===== config.mk =====
export PLATFORM = sky130hd
export DESIGN_NAME = fir_sequencer
export DESIGN_NICKNAME = d
export VERILOG_FILES = /design/src/rtl/fir_seq_pkg.sv /design/src/rtl/fir_sequencer.sv
export SDC_FILE = /design/constraint.sdc
export NUM_CORES = 1
export LEC_CHECK = 0
export BUFFER_PORTS_ARGS = -buffer_cell sky130_fd_sc_hd__buf_2
export CAP_MARGIN = 15
export CORE_ASPECT_RATIO = 0.9
export CORE_MARGIN = 1
export CORE_UTILIZATION = 30
export DETAILED_ROUTE_END_ITERATION = 6
export HOLD_SLACK_MARGIN = 0.02
export SYNTH_ARGS = -nofsm -noshare
export SYNTH_HDL_FRONTEND = slang
export SYNTH_SLANG_ARGS = --single-unit

===== constraint.sdc =====
create_clock -name clk -period 4.53 [get_ports clk]
set_clock_uncertainty 0.1 [all_clocks]
set_input_delay 0.906 -clock clk [delete_from_list [all_inputs] [get_ports clk]]
set_output_delay 0.906 -clock clk [all_outputs]
set_load 0.02 [all_outputs]

===== src/rtl/fir_seq_pkg.sv =====
// Shared opcode/state encodings and register map for the FIR sequencer.
// Used by fir_sequencer; see that file for the FIR_SEQ_ALT_SIGN_EN option.
package fir_seq_pkg;

    localparam int NTAPS_DEF = 4;
    localparam int OP_W_DEF  = 3;
    localparam int REG_W_DEF = 4;

    typedef enum logic [OP_W_DEF-1:0] {
        NOP   = 3'd0,
        COPY  = 3'd1,
        LOAD1 = 3'd2,
        LOAD2 = 3'd3,
        ADD   = 3'd4,
        SUB   = 3'd5,
        MUL   = 3'd6
    } op_t;

    typedef enum logic [3:0] {
        IDLE,
        COEF,
        WAITC,
        SH3,
        SH2,
        SH1,
        LOAD,
        M1,
        M2,
        A2,
        M3,
        A3,
        M4,
        A4,
        ERR
    } state_t;

    // Register file map: R1..R4 hold samples (R1 newest), R5..R8 hold F0..F3.
    localparam int R_OUT = 0;
    localparam int R_S1  = 1;
    localparam int R_F0  = 5;
    localparam int R_ACC = 9;
    localparam int R_TMP = 10;

endpackage


===== src/rtl/fir_sequencer.sv =====
// Moore FSM issuing datapath commands for coefficient loads and 4-tap FIR runs.
// Define FIR_SEQ_ALT_SIGN_EN to subtract the odd taps (+F0 -F1 +F2 -F3).
module fir_sequencer
    import fir_seq_pkg::*;
#(
    parameter int NTAPS = NTAPS_DEF,
    parameter int OP_W  = OP_W_DEF,
    parameter int REG_W = REG_W_DEF
) (
    input  logic             clk,
    input  logic             rst,
    input  logic             data_ready,
    input  logic             load_coeff,
    input  logic             overflow,
    output logic [OP_W-1:0]  op,
    output logic [REG_W-1:0] src1,
    output logic [REG_W-1:0] src2,
    output logic [REG_W-1:0] dest,
    output logic             cnt_up,
    output logic             clear,
    output logic             modwait,
    output logic             err
);

    localparam int IDX_W = $clog2(NTAPS);

`ifdef FIR_SEQ_ALT_SIGN_EN
    localparam op_t ODD_TAP_ACC = SUB;
`else
    localparam op_t ODD_TAP_ACC = ADD;
`endif

    state_t           state_q, state_d;
    logic [IDX_W-1:0] coeff_idx_q, coeff_idx_d;
    logic             modwait_q, modwait_d;
    logic             err_q, err_d;

    op_t              op_c;
    logic [REG_W-1:0] src1_c, src2_c, dest_c;
    logic             cnt_up_c, clear_c;

    always_ff @(posedge clk) begin
        if (rst) begin
            state_q     <= IDLE;
            coeff_idx_q <= '0;
            modwait_q   <= 1'b0;
            err_q       <= 1'b0;
        end else begin
            state_q     <= state_d;
            coeff_idx_q <= coeff_idx_d;
            modwait_q   <= modwait_d;
            err_q       <= err_d;
        end
    end

    always_comb begin
        state_d     = state_q;
        coeff_idx_d = coeff_idx_q;
        op_c        = NOP;
        src1_c      = '0;
        src2_c      = '0;
        dest_c      = '0;
        cnt_up_c    = 1'b0;
        clear_c     = 1'b0;

        case (state_q)
            // ERR accepts new requests exactly like IDLE; coefficients win ties.
            IDLE, ERR: begin
                if (load_coeff) begin
                    state_d = COEF;
                end else if (data_ready) begin
                    state_d = SH3;
                end
            end
            COEF: begin
                op_c    = LOAD2;
                dest_c  = REG_W'(R_F0) + REG_W'(coeff_idx_q);
                clear_c = (coeff_idx_q == '0);
                if (coeff_idx_q == IDX_W'(NTAPS - 1)) begin
                    coeff_idx_d = '0;
                end else begin
                    coeff_idx_d = coeff_idx_q + 1'b1;
                end
                state_d = WAITC;
            end
            WAITC: begin
                if (!load_coeff) begin
                    state_d = IDLE;
                end
            end
            SH3: begin
                op_c    = COPY;
                src1_c  = REG_W'(R_S1 + 2);
                dest_c  = REG_W'(R_S1 + 3);
                state_d = SH2;
            end
            SH2: begin
                op_c    = COPY;
                src1_c  = REG_W'(R_S1 + 1);
                dest_c  = REG_W'(R_S1 + 2);
                state_d = SH1;
            end
            SH1: begin
                op_c    = COPY;
                src1_c  = REG_W'(R_S1);
                dest_c  = REG_W'(R_S1 + 1);
                state_d = LOAD;
            end
            // A sample withdrawn before this cycle is treated as lost.
            LOAD: begin
                if (data_ready) begin
                    op_c     = LOAD1;
                    dest_c   = REG_W'(R_S1);
                    cnt_up_c = 1'b1;
                    state_d  = M1;
                end else begin
                    state_d  = ERR;
                end
            end
            M1: begin
                op_c    = MUL;
                src1_c  = REG_W'(R_S1);
                src2_c  = REG_W'(R_F0);
                dest_c  = REG_W'(R_ACC);
                state_d = M2;
            end
            M2: begin
                op_c    = MUL;
                src1_c  = REG_W'(R_S1 + 1);
                src2_c  = REG_W'(R_F0 + 1);
                dest_c  = REG_W'(R_TMP);
                state_d = A2;
            end
            A2: begin
                op_c    = ODD_TAP_ACC;
                src1_c  = REG_W'(R_ACC);
                src2_c  = REG_W'(R_TMP);
                dest_c  = REG_W'(R_ACC);
                state_d = overflow ? ERR : M3;
            end
            M3: begin
                op_c    = MUL;
                src1_c  = REG_W'(R_S1 + 2);
                src2_c  = REG_W'(R_F0 + 2);
                dest_c  = REG_W'(R_TMP);
                state_d = A3;
            end
            A3: begin
                op_c    = ADD;
                src1_c  = REG_W'(R_ACC);
                src2_c  = REG_W'(R_TMP);
                dest_c  = REG_W'(R_ACC);
                state_d = overflow ? ERR : M4;
            end
            M4: begin
                op_c    = MUL;
                src1_c  = REG_W'(R_S1 + 3);
                src2_c  = REG_W'(R_F0 + 3);
                dest_c  = REG_W'(R_TMP);
                state_d = A4;
            end
            A4: begin
                op_c    = ODD_TAP_ACC;
                src1_c  = REG_W'(R_ACC);
                src2_c  = REG_W'(R_TMP);
                dest_c  = REG_W'(R_OUT);
                state_d = overflow ? ERR : IDLE;
            end
            default: begin
                state_d = IDLE;
            end
        endcase

        // Busy/error flags are registered copies of where the FSM is heading.
        modwait_d = !(state_d inside {IDLE, ERR});
        err_d     = (state_d == ERR);
    end

    assign op      = OP_W'(op_c);
    assign src1    = src1_c;
    assign src2    = src2_c;
    assign dest    = dest_c;
    assign cnt_up  = cnt_up_c;
    assign clear   = clear_c;
    assign modwait = modwait_q;
    assign err     = err_q;

endmodule


==> flow_metrics.env <==
export IMPL_power_uw=221
export IMPL_finalSetupViolCount=0
export IMPL_num_io_pins=24
export IMPL_startpoint_type="flop"
export IMPL_timing_rr_start="state_q[3]"
export IMPL_crit_buf_inv=1
export IMPL_max_freq_ghz=0.338
export IMPL_status="finished, final reports clean"
export IMPL_cts_tree="built"
export IMPL_syn_nets=113
export IMPL_final_common_cell="buf_2"
export IMPL_ctsRootBufferMaster="clkbuf_4"
export IMPL_synth_cells=106
export IMPL_multi_input_area_um2=512
export IMPL_n_fill_cell=251
export IMPL_worstReg2RegEnd="modwait"
export IMPL_firstDrtPassIters=3
export IMPL_crit_type="flop to output port"
export IMPL_rows=16
export IMPL_setup_tns_ps=0
export IMPL_grt_total_usage_pct=15.3
export IMPL_powerDensity_nw_per_um2=256
export IMPL_fin_crit_ps=2960
export IMPL_grt_pass1_vias=728
export IMPL_critical_path_top_delay_family="flip-flops"
export IMPL_p_leak_uw=0.000377
export IMPL_crit_fanout=23
export IMPL_rsz0062_at_grt="false"
export IMPL_chipWidth_um=54.7
export IMPL_holdPathStages=2
export IMPL_drtIter0Drc=2
export IMPL_worst_slack_ps=1570
export IMPL_yosysUniqueCellTypes=41
export IMPL_reg2regPathDepth=6
export IMPL_syn_to_final_growth_pct=14.8
export IMPL_place_ws_ps=1840
export IMPL_worst_path_max_delay_cell="dfxtp_1"
export IMPL_gp_congestion=0.838
export IMPL_layout_drive_gt1_share_pct=26.6
export IMPL_drv_cap=0
export IMPL_relSlewSlack_pct=52.7
export IMPL_crit_chain="nand2b_1, o21ai_1, or3_1, buf_2"
export IMPL_die_area_um2=2710
export IMPL_post_dp_hpwl_um=1320
export IMPL_die_h_um=49.5
export IMPL_gr_total_overflow=0
export IMPL_cts_buffer_depth=2
export IMPL_cts_hold_buf=0
export IMPL_drc=0
export IMPL_grt_antenna_before_repair=0
export IMPL_clock_sinks=8
export IMPL_hold_violations=0
export IMPL_arrival_ps=1950
export IMPL_initial_core_util_pct=33.2
export IMPL_routed_wl_um=1770
export IMPL_antenna_left=0
export IMPL_syn_mean_instance_area_um2=7.08
export IMPL_design_core_area_um2=2260
export IMPL_tightest_slew_ps=708
export IMPL_cts_made_buffers=3
export IMPL_synth_seq_cells=8
export IMPL_grt_max_degree=24
export IMPL_grt_first_pass_wirelength_um=3120
export IMPL_port_buffers=23
export IMPL_antennaDiodeCount=0
export IMPL_htreeDepth=1
export IMPL_instances_no_fill=151
export IMPL_r2r_slack_ps=2450
export IMPL_vias=769
export IMPL_worstPathRequired_ps=3520
export IMPL_cts_setup_buffers=0
export IMPL_dp_cells=148
export IMPL_clk_latency_ps=250
export IMPL_min_period_over_period_pct=65.3
export IMPL_min_from="coeff_idx_q[1]"
export IMPL_worstSetupEndpointType="output port"
export IMPL_path_clk_slew_ps=50
export IMPL_final_max_slew_violation_count=0
export IMPL_wire_per_inst_um=11.7
export IMPL_via_per_inst=5.09
export IMPL_final_cell_mix="buf_2, nor2_1, nand2_1"
export IMPL_min_path_type="flop to flop"
export IMPL_irDropWorstVdd_mv=0.183
export IMPL_nNetsFinal=133
export IMPL_min_to="coeff_idx_q[1]"
export IMPL_ctsResizeCount=0
export IMPL_synth_yosys_seq_area_share_pct=21.3
export IMPL_yosys_warnings=0
export IMPL_slowest_delay_ps=770
export IMPL_synthesis_area_um2=751
export IMPL_seqCellArea_um2=160
## worst max path at each step
| stage | startpoint | end | depth (start not counted) |
|---|---|---|---|
| floorplan | data_ready | cnt_up | 1 |
| CTS | state_q[3] | op[2] | 4 |
| detailed placement | data_ready | dest[0] | 5 |
| global route | state_q[0] | op[2] | 5 |
| finish | state_q[3] | op[2] | 4 |
| global placement | data_ready | dest[0] | 5 |
## synth_stat cells, drive strengths merged
master,number,area [um^2]
a211oi,1,7.51
a21boi,2,15.0
a21oi,11,58.8
a22oi,2,15.0
a311oi,2,23.8
and2,1,6.26
and2b,1,7.51
and3,2,17.5
buf,8,60.1
dfxtp,8,160
ha,2,25.0
inv,5,18.8
mux2,1,11.3
mux2i,3,30.0
nand2,11,41.3
nand2b,1,6.26
nand3,1,5.00
nor2,16,60.1
nor2b,2,12.5
nor3,3,15.0
nor4b,1,8.76
o211ai,1,7.51
o21ai,7,38.8
o21bai,1,7.51
o221ai,1,8.76
o22a,1,8.76
o22ai,3,18.8
o32ai,2,17.5
or2,4,25.0
or3,2,12.5
## metrics by stage
stage	hold slack [ps]	utilization (%)	instance area, um^2
6_report	428	38.1	862
3_5_place_dp	428	37.1	840
2_1_floorplan	387	-	751
4_1_cts	441	38.1	862
5_1_grt	469	38.1	862
3_3_place_gp	417	37.1	840
## cell families after synthesis
logic type	after synthesis	synth area share (%)
adder cells (fa/ha/maj)	2	3.33
multiplexers	4	5.50
AO/OA/AOI/OAI	34	30.3
AND/OR/NAND/NOR	45	29.0
flip-flops	8	21.3
buffers and inverters	13	10.5
## area by class of cell
cell class,count,area share (%)
clock buffers,3,2.61
inverters,5,2.18
multi-input cells,85,59.4
flip-flops and latches,8,18.6
well taps,27,3.92
repair buffers,23,13.4
## layer usage
layer	global-route usage (%)	share of wire (%)	up-vias
met5	0	0	-
met4	5.13	0	0
met3	1.85	2.6	0
met2	22.9	46	11
met1	21.9	51	343
li1	-	-	415
## registers in the layout (all words and copies together) (netlist names)
name,cells
modwait,1
state_q,4
coeff_idx_q,2
err,1
## power breakdown
part	leakage (uW)	internal, uW	switching (uW)	total (uW)
clock network	0.0000138	30.2	21.9	52.0
logic	0.000298	31.4	46.9	78.3
registers	0.0000655	76.1	14.4	90.5
total	0.000377	138	83.2	221
## worst reg2reg max path: cells and delay by family (launching register included)
kind | cells | cell delay (ps)
AO/OA/AOI/OAI | 3 | 440
flip-flops | 1 | 770
AND/OR/NAND/NOR | 2 | 530
multiplexers | 1 | 120
No activity file was read; power rests on OpenSTA's default activity.
